===== src/rtl/cpu_pipe_pkg.sv =====
// Shared pipeline definitions: PC-source encodings, NOP encoding,
// fetch FSM states and the IF skid-buffer bundle.
package cpu_pipe_pkg;

    localparam logic [1:0] PCSRC_SEQ = 2'b00;
    localparam logic [1:0] PCSRC_BR  = 2'b01;
    localparam logic [1:0] PCSRC_JR  = 2'b10;
    localparam logic [1:0] PCSRC_J   = 2'b11;

    // sll r0,r0,0
    localparam logic [31:0] NOP_ENC = 32'h0000_0000;

    typedef enum logic {
        F_REQ,
        F_FULL
    } fetch_state_t;

    typedef struct packed {
        logic [31:0] inst;
        logic [31:0] pc4;
    } fetch_buf_t;

    function automatic logic [31:0] word_align(input logic [31:0] a);
        return {a[31:2], 2'b00};
    endfunction

endpackage


===== src/rtl/if_next_pc.sv =====
// Next-PC selection for the fetch stage: redirect target select and
// priority between same-cycle redirect, pending redirect and pc+4.
module if_next_pc
    import cpu_pipe_pkg::*;
(
    input  logic [31:0] pc,
    input  logic [1:0]  pcsource,
    input  logic [31:0] bpc,
    input  logic [31:0] rpc,
    input  logic [31:0] jpc,
    input  logic        redir_v,
    input  logic [31:0] redir_pc,
    input  logic        redirect_now,
    output logic [31:0] pc4,
    output logic [31:0] target,
    output logic [31:0] npc
);

    assign pc4 = pc + 32'd4;

    always_comb begin
        target = pc4;
        unique case (1'b1)
            (pcsource == PCSRC_SEQ): target = pc4;
            (pcsource == PCSRC_BR):  target = word_align(bpc);
            (pcsource == PCSRC_JR):  target = word_align(rpc);
            (pcsource == PCSRC_J):   target = word_align(jpc);
        endcase
    end

    // Same-cycle redirect wins so the delay slot completing now is bypassed
    always_comb begin
        npc = pc4;
        if (redirect_now)
            npc = target;
        else if (redir_v)
            npc = redir_pc;
    end

endmodule


===== src/rtl/if_stage.sv =====
// Instruction-fetch stage with one-entry skid buffer and delay-slot redirect.
// Optional IF_PERF_EN adds saturating fetch/stall counters.
module if_stage
    import cpu_pipe_pkg::*;
#(
    parameter logic [31:0] RESET_PC = 32'h0000_0000,
    parameter logic [31:0] NOP_INST = NOP_ENC
)(
    input  logic        clock,
    input  logic        resetn,
    input  logic        wpcir,
    input  logic [1:0]  pcsource,
    input  logic [31:0] bpc,
    input  logic [31:0] rpc,
    input  logic [31:0] jpc,
    output logic        imem_req,
    output logic [31:0] imem_addr,
    input  logic        imem_rdy,
    input  logic [31:0] imem_inst,
    output logic [31:0] pc,
    output logic [31:0] d_inst,
    output logic [31:0] d_pc4,
    output logic        d_valid
`ifdef IF_PERF_EN
    ,
    output logic [31:0] perf_fetch,
    output logic [31:0] perf_stall
`endif
);

    fetch_state_t state, state_nx;
    fetch_buf_t   fbuf, fbuf_nx;

    logic [31:0] pc_nx, d_inst_nx, d_pc4_nx;
    logic        d_valid_nx;
    logic        redir_v, redir_v_nx;
    logic [31:0] redir_pc, redir_pc_nx;
    logic [31:0] pc4, target, npc;
    logic        redirect_now;

    assign redirect_now = d_valid & wpcir & (pcsource != PCSRC_SEQ);
    assign imem_addr    = pc;

    if_next_pc u_next_pc (
        .pc           (pc),
        .pcsource     (pcsource),
        .bpc          (bpc),
        .rpc          (rpc),
        .jpc          (jpc),
        .redir_v      (redir_v),
        .redir_pc     (redir_pc),
        .redirect_now (redirect_now),
        .pc4          (pc4),
        .target       (target),
        .npc          (npc)
    );

    always_comb begin
        state_nx    = state;
        fbuf_nx     = fbuf;
        pc_nx       = pc;
        d_inst_nx   = d_inst;
        d_pc4_nx    = d_pc4;
        d_valid_nx  = d_valid;
        redir_v_nx  = redir_v;
        redir_pc_nx = redir_pc;
        imem_req    = 1'b0;
        unique case (state)
            F_REQ: begin
                imem_req = 1'b1;
                if (imem_rdy) begin
                    pc_nx      = npc;
                    redir_v_nx = 1'b0;
                    if (wpcir) begin
                        d_inst_nx  = imem_inst;
                        d_pc4_nx   = pc4;
                        d_valid_nx = 1'b1;
                    end else begin
                        fbuf_nx  = '{inst: imem_inst, pc4: pc4};
                        state_nx = F_FULL;
                    end
                end else if (wpcir) begin
                    d_inst_nx  = NOP_INST;
                    d_valid_nx = 1'b0;
                    // Delay slot still in flight: remember where to go after it
                    if (redirect_now) begin
                        redir_v_nx  = 1'b1;
                        redir_pc_nx = target;
                    end
                end
            end
            F_FULL: begin
                if (wpcir) begin
                    d_inst_nx  = fbuf.inst;
                    d_pc4_nx   = fbuf.pc4;
                    d_valid_nx = 1'b1;
                    state_nx   = F_REQ;
                    // Delay slot already buffered, so pc moves straight to target
                    if (redirect_now)
                        pc_nx = target;
                end
            end
        endcase
    end

    always_ff @(posedge clock or negedge resetn) begin
        if (!resetn) begin
            state    <= F_REQ;
            fbuf     <= '0;
            pc       <= RESET_PC;
            d_inst   <= NOP_INST;
            d_pc4    <= '0;
            d_valid  <= 1'b0;
            redir_v  <= 1'b0;
            redir_pc <= '0;
        end else begin
            state    <= state_nx;
            fbuf     <= fbuf_nx;
            pc       <= pc_nx;
            d_inst   <= d_inst_nx;
            d_pc4    <= d_pc4_nx;
            d_valid  <= d_valid_nx;
            redir_v  <= redir_v_nx;
            redir_pc <= redir_pc_nx;
        end
    end

`ifdef IF_PERF_EN
    always_ff @(posedge clock or negedge resetn) begin
        if (!resetn) begin
            perf_fetch <= '0;
            perf_stall <= '0;
        end else begin
            if (state == F_REQ && imem_rdy && perf_fetch != 32'hFFFF_FFFF)
                perf_fetch <= perf_fetch + 32'd1;
            if (d_valid && !wpcir && perf_stall != 32'hFFFF_FFFF)
                perf_stall <= perf_stall + 32'd1;
        end
    end
`endif

endmodule


===== config.mk =====
export PLATFORM = sky130hd
export DESIGN_NAME = if_stage
export DESIGN_NICKNAME = d
export VERILOG_FILES = /design/src/rtl/cpu_pipe_pkg.sv /design/src/rtl/if_next_pc.sv /design/src/rtl/if_stage.sv
export SDC_FILE = /design/constraint.sdc
export NUM_CORES = 1
export LEC_CHECK = 0
export CAP_MARGIN = 10
export CORE_AREA = 3 3 147 149
export CTS_CLUSTER_SIZE = 25
export DETAILED_ROUTE_END_ITERATION = 12
export DIE_AREA = 0 0 150 152
export GPL_TIMING_DRIVEN = 1
export PLACE_DENSITY = 0.86
export SYNTH_ARGS = -nofsm -noshare
export SYNTH_HDL_FRONTEND = slang
export SYNTH_SLANG_ARGS = --single-unit

===== constraint.sdc =====
create_clock -name clock -period 2.61 [get_ports clock]
set_input_delay 0.3915 -clock clock [delete_from_list [all_inputs] [get_ports clock]]
set_output_delay 0.3915 -clock clock [all_outputs]
set_load 0.05 [all_outputs]

### Yosys cells after proc, flatten, opt, wreduce, memory -nomap -nowiden

Cells that the tools add are included.

| word-level totals | value |
|---|---|
| register bits after elaboration | 195 |
| input port bits | 134 |
| output and inout bits | 130 |
| word-level logic and storage cells | 60 |

| cells by class | value |
|---|---|
| add/subtract/negate cells | 1 |
| equal/unequal tests | 8 |
| mux-type cells | 27 |
| bitwise operators | 5 |
| reduce and logical (&&, ||, !) cells | 10 |

Operators by type and width:

| kind | count |
|---|---|
| $mux W32 | 12 |
| $pmux W32 S2 | 3 |
| $pmux W32 S4 | 1 |
| $add A32 B3 Y32 const B | 1 |
| $reduce_and A3 Y1 | 4 |
| $mux W1 | 9 |
| $ne A2 B2 Y1 const B | 3 |
| $reduce_bool A2 Y1 | 3 |
| $eq A2 B2 Y1 const B | 2 |
| $pmux W1 S2 | 2 |
| $reduce_and A4 Y1 | 1 |
| $ne A3 B3 Y1 const B | 1 |
| $not A1 Y1 | 3 |
| $and A1 B1 Y1 | 2 |
| $eq A2 B1 Y1 const B | 1 |
| $logic_not A2 Y1 | 1 |
| $ne A2 B1 Y1 const B | 1 |
| $reduce_and A2 Y1 | 1 |

### Longest topological paths before layout

| logic depth | value |
|---|---|
| word-level depth | 5 |
| mapped depth | 8 |
| gate-level depth less buffers | 6 |

### Cells and area by module

From an unflattened synthesis, not the netlist that was laid out.

| second synthesis, totals | value |
|---|---|
| cells, all modules | 971 |
| area, all modules | 10450.0 µm² |

Modules (own cells, without submodules):

| module | instances | cells an instance | area an instance (µm²) | seq. area each (µm²) |
|---|---|---|---|---|
| if_stage | 1 | 675 | 8196.6 | 4879.7 |
| if_next_pc | 1 | 296 | 2253.4 | 0.0 |

### Least setup slack after synthesis

No wires, ideal clock.

| path | value |
|---|---|
| path type | reg-to-reg |
| start point | register pc[3] (netlist: imem_addr[3]) |
| end point | register redir_pc[12] |
| setup time | 0.141 ns |
| arrival | 2.444 ns |
| data required time | 2.469 ns |
| path slack | 0.025 ns |
| stages on the path, launching flop included | 7 |
| path buffers | 0 |
| period minus slack after synthesis | 2.585 ns |
| path through | dfrtp_1 ha_1 nand4_2 or3_1 and3_1 a2111oi_0 o21ai_0 |

| on the way | value |
|---|---|
| cells in the longest elaborated chain, start to end | 2 |

RTL lines:

| what | RTL line | source |
|---|---|---|
| from (decl) | if_stage.sv:20 | `output logic [31:0] pc,` |
| from (signal assigned) | if_stage.sv:119 | `pc <= pc_nx;` |
| $add A32 B3 Y32 | if_next_pc.sv:19 | `assign pc4 = pc + 32'd4;` |
| $pmux W32 S4 | if_next_pc.sv:23 | `unique case (1'b1)` |
| to (signal assigned) | if_stage.sv:124 | `redir_pc <= redir_pc_nx;` |
| to (decl) | if_stage.sv:37 | `logic [31:0] redir_pc, redir_pc_nx;` |

No other way between the ends.
A chain may end at the register's enable or synchronous reset.

### Final worst setup path

| path | value |
|---|---|
| start point | register pc[9] (netlist: imem_addr[9]) |
| end point | register d_pc4[20] |

| on the way | value |
|---|---|
| cells in the longest elaborated chain, start to end | 4 |

RTL lines:

| what | RTL line | source |
|---|---|---|
| $add A32 B3 Y32 | if_next_pc.sv:19 |  |
| $mux W32 | if_stage.sv:74 | `if (wpcir) begin` |
| $mux W32 | if_stage.sv:71 | `if (imem_rdy) begin` |
| $pmux W32 S2 | if_stage.sv:68 | `unique case (state)` |
| to (signal assigned) | if_stage.sv:121 | `d_pc4 <= d_pc4_nx;` |
| to (decl) | if_stage.sv:22 | `output logic [31:0] d_pc4,` |

No other way between the ends. The select of a mux whose other input is x is not followed.

==> summary.md <==
| Metric | Value |
|---|---|
| IO buf count | `257` |
| Largest net degree at the start of global routing | `76` |
| Final Setup Violations | `0` |
| First-pass GRT wire length | `51580 um` |
| Die height | `152 um` |
| Reg area | `0.004881 mm^2` |
| Switching pwr | `0.005595 W` |
| Rel. slew slack | `34.43%` |
| Gp weighted congestion | `0.9633` |
| Leading cell type in the layout, fill and taps excluded | `clkdlybuf4s50_1` |
| Synth top area share | `48.09%` |
| TritonCTS clock tree | `yes` |
| RSZ-0062 raised after global routing | `no` |
| Sink Count | `195` |
| Rows | `52` |
| Initial Util | `49.98%` |
| Via/cell ratio | `5.923` |
| Number of diodes | `0` |
| Worst reg2reg setup slack | `0.10 ns` |
| Layout area overhead | `34.76%` |
| WHS Path Cells | `2` |
| HPWL after DPL | `23090 um` |
| # H-tree levels | `4` |
| Post-CTS Setup Inserts | `0` |
| Residual DRC count | `0` |
| Clock Latency Late Sink | `0.44 ns` |
| Clock tree buffer depth | `2` |
| Hold Crit Class | `primary input to flip-flop` |
| Die X | `150 um` |
| Status | `finished, final reports clean` |
| Top-Level Pins | `264` |
| Area of the multi-input gates | `0.004671 mm^2` |
| Slew Viols, Final | `0` |
| Max-cap violations | `0` |
| Inst Count DP | `1613` |
| Post-Route WL | `32100 um` |
| Seq cells post-synth | `195` |
| LEAKAGE | `5.883 nW` |
| Cts bufs inserted | `17` |
| Crit path max-delay family | `simple AND/OR/NAND/NOR gates` |
| Final worst-path cycle share | `96.05%` |
| Initial antenna violation count | `0` |
| F_max | `0.3989 GHz` |
| Post-Syn Instances | `1137` |
| Warnings from Yosys | `0` |
| Critical Path Stages | `6` |
| DR iter-0 viols | `1050` |
| Cell depth of the worst flop-to-flop path | `6` |
| Cell-internal power | `0.007242 W` |
| Routed len/inst | `19.50 um` |
| Worst Clk Skew | `0.01198 ns` |
| Setup total negative slack | `0 ns` |
| Clock Tree Root | `clkbuf_16` |
| Syn nets | `1272` |
| Fillers | `1624` |
| CP Class | `flip-flop to flip-flop` |
| Antenna-violating nets left | `0` |
| Largest stage delay on the critical path | `0.62 ns` |
| Syn Area/Cell | `8.923 um^2` |
| Clock transition at the registers of the reported paths | `0.07 ns` |
| Top post-synthesis cells by area | `dfrtp_1 48%, nand2_1 8.7%, o21ai_0 4.2%, a21oi_1 3.7%, nor2_1 3.3%` |
| Vias after detailed routing | `9750` |
| GRT Resource Usage Total | `28.24%` |
| Most frequent cells in the layout | `253 x clkdlybuf4s50_1, 233 x nand2_1, 194 x dfrtp_1, 87 x nor2_1, 84 x o21ai_0` |
| Clk pwr share | `21.5%` |
| Sequential fraction of the synthesis area | `48.09%` |
| Final nets | `1498` |
| Core area | `0.02030 mm^2` |
| Fraction of registers with async set/reset | `100.0%` |
| Fraction of layout instances using a drive strength above 1 | `10.90%` |
| Part of the power in registers | `34.0%` |
| Drt first pass iters | `6` |
| Period minus WS final | `2.507 ns` |
| Pwr Density | `938.9 mW/mm^2` |
| Synth area leader | `dfrtp_1` |
| Combinational share of power | `44.5%` |
| Worst-Margin Slew | `0.9799 ns` |
| Synthesized area | `0.01015 mm^2` |
| Max FO, Critical Path | `9` |
| Gr ovfl total | `0` |
| Die area | `0.02280 mm^2` |
| Vias in the first global route | `9592` |
| Critical Path Start Type | `flip-flop` |
| Worst VDD drop | `0.7469 mV` |
| Final Hold Viols | `0` |
| WP data required | `2.93 ns` |
| Crit path DAT | `2.83 ns` |
| Sw Ratio | `43.58%` |
| Worst setup EP type | `flip-flop` |
| Cell variety after synth | `65` |
| Final non-filler cell total | `1646` |
| Buf/Inv on CP | `1` |
| Post-synth EDFFs | `0` |
| Critical path's slowest cell | `nor4_1` |
| CP cell instances | `nand3_1 -> nor4_1 -> buf_4 -> a21boi_0 -> o31ai_1 -> o21ai_1` |
| Main flop type after synthesis | `dfrtp_1` |
[path summary, 6_finish.rpt]
path | start | end
min in group asynchronous | resetn | fbuf[47]
max in group asynchronous | resetn | fbuf[24]
max | imem_addr[9] | d_pc4[20]
max reg2reg | imem_addr[9] | d_pc4[20]
min | wpcir | state
min reg2reg | fbuf[24] | fbuf[24]
[routing by layer]
layer / vias to the layer above / share of wire, % / global-route usage, %
met3: 94 / 9.4 / 5.987
li1: 4445 / - / -
met5: - / 0 / 0
met1: 4652 / 40 / 38.32
met4: 0 / 3.3 / 9.760
met2: 559 / 48 / 45.11
[cells by family (layout without fill, tap and decap cells)]
kind of cell | count (synthesis) | in the layout | share of synthesized area, %
DFF | 195 | 195 | 48.09
muxes | 55 | 55 | 6.067
adders and majority gates | 1 | 1 | 0.1233
and+or+nand+nor | 446 | 446 | 19.87
AOI/OAI and AO/OA | 295 | 295 | 18.05
xor gates and xnor gates | 20 | 20 | 1.726
buffers and inverters | 125 | 364 | 6.067
[cell type report]
type | instances | share of cell area [%]
well taps | 270 | 2.471
flip-flops and latches | 195 | 35.70
multi-input cells | 817 | 34.16
repair buffers | 326 | 22.92
clock inverters | 14 | 1.373
inverters | 6 | 0.1647
clock buffers | 18 | 3.212
[stage by stage]
stage	utilization [%]	setup slack (ns)	hold slack, ns	area, um^2	power [W]
after floorplan	-	0.02522	0.09591	10150	0.008018
after global placement	64.21	0.1359	0.4366	13040	0.009922
after detailed placement	64.21	0.06275	0.4424	13040	0.01006
after CTS	67.35	0.1184	0.2624	13670	0.01282
after global routing	67.36	0.03051	0.3003	13670	0.01342
final	67.36	0.1030	0.2798	13670	0.01284
[Yosys cell counts, types with 4 or more instances]
cell / instances
a211oi_1: 4
a21oi_1: 76
a221oi_1: 5
a22oi_1: 40
a31oi_1: 7
and2_1: 4
and3_1: 9
and4_1: 5
buf_1: 7
buf_2: 9
buf_4: 34
clkbuf_1: 68
dfrtp_1: 195
inv_1: 6
mux2_2: 22
mux2i_1: 30
nand2_1: 234
nand2b_1: 12
nand3_1: 16
nand4_1: 21
nor2_1: 88
nor2b_1: 5
nor3_1: 18
nor4_1: 11
o211a_1: 4
o211ai_1: 4
o21ai_0: 85
o21ai_1: 13
o221ai_1: 5
o22ai_1: 6
o31ai_1: 12
o41ai_1: 4
or4_1: 4
xnor2_1: 10
xor2_1: 10
[registers in the layout, summed over array words and instances (netlist names)]
signal and count:
fbuf 64, d_inst 32, d_pc4 32, imem_addr 32, redir_pc 32, d_valid 1
redir_v 1, state 1
[worst reg2reg max path, stage by stage, from the launching register on]
cell	delay [ns]
dfrtp_1	0.56
nand3_1	0.38
nor4_1	0.62
buf_4	0.23
a21boi_0	0.16
o31ai_1	0.35
o21ai_1	0.10
[power by group through the flow]
| stage | Sequential (W) | Clock (W) | Combinational, W |
|---|---|---|---|
| 2_1_floorplan | 0.00556 | 0 | 0.00246 |
| 3_3_place_gp | 0.00436 | 0 | 0.00556 |
| 3_5_place_dp | 0.00441 | 0 | 0.00565 |
| 4_1_cts | 0.00436 | 0.00277 | 0.00569 |
| 5_1_grt | 0.00447 | 0.00292 | 0.00603 |
| 6_report | 0.00437 | 0.00276 | 0.00571 |
[repair_timing]
action	CTS	global route
hold endpoints to repair	16	0
endpoints found under the setup margin	0	1
resized for setup	0	1
hold buffers	1	0
Power figures use the tool's default switching activity.
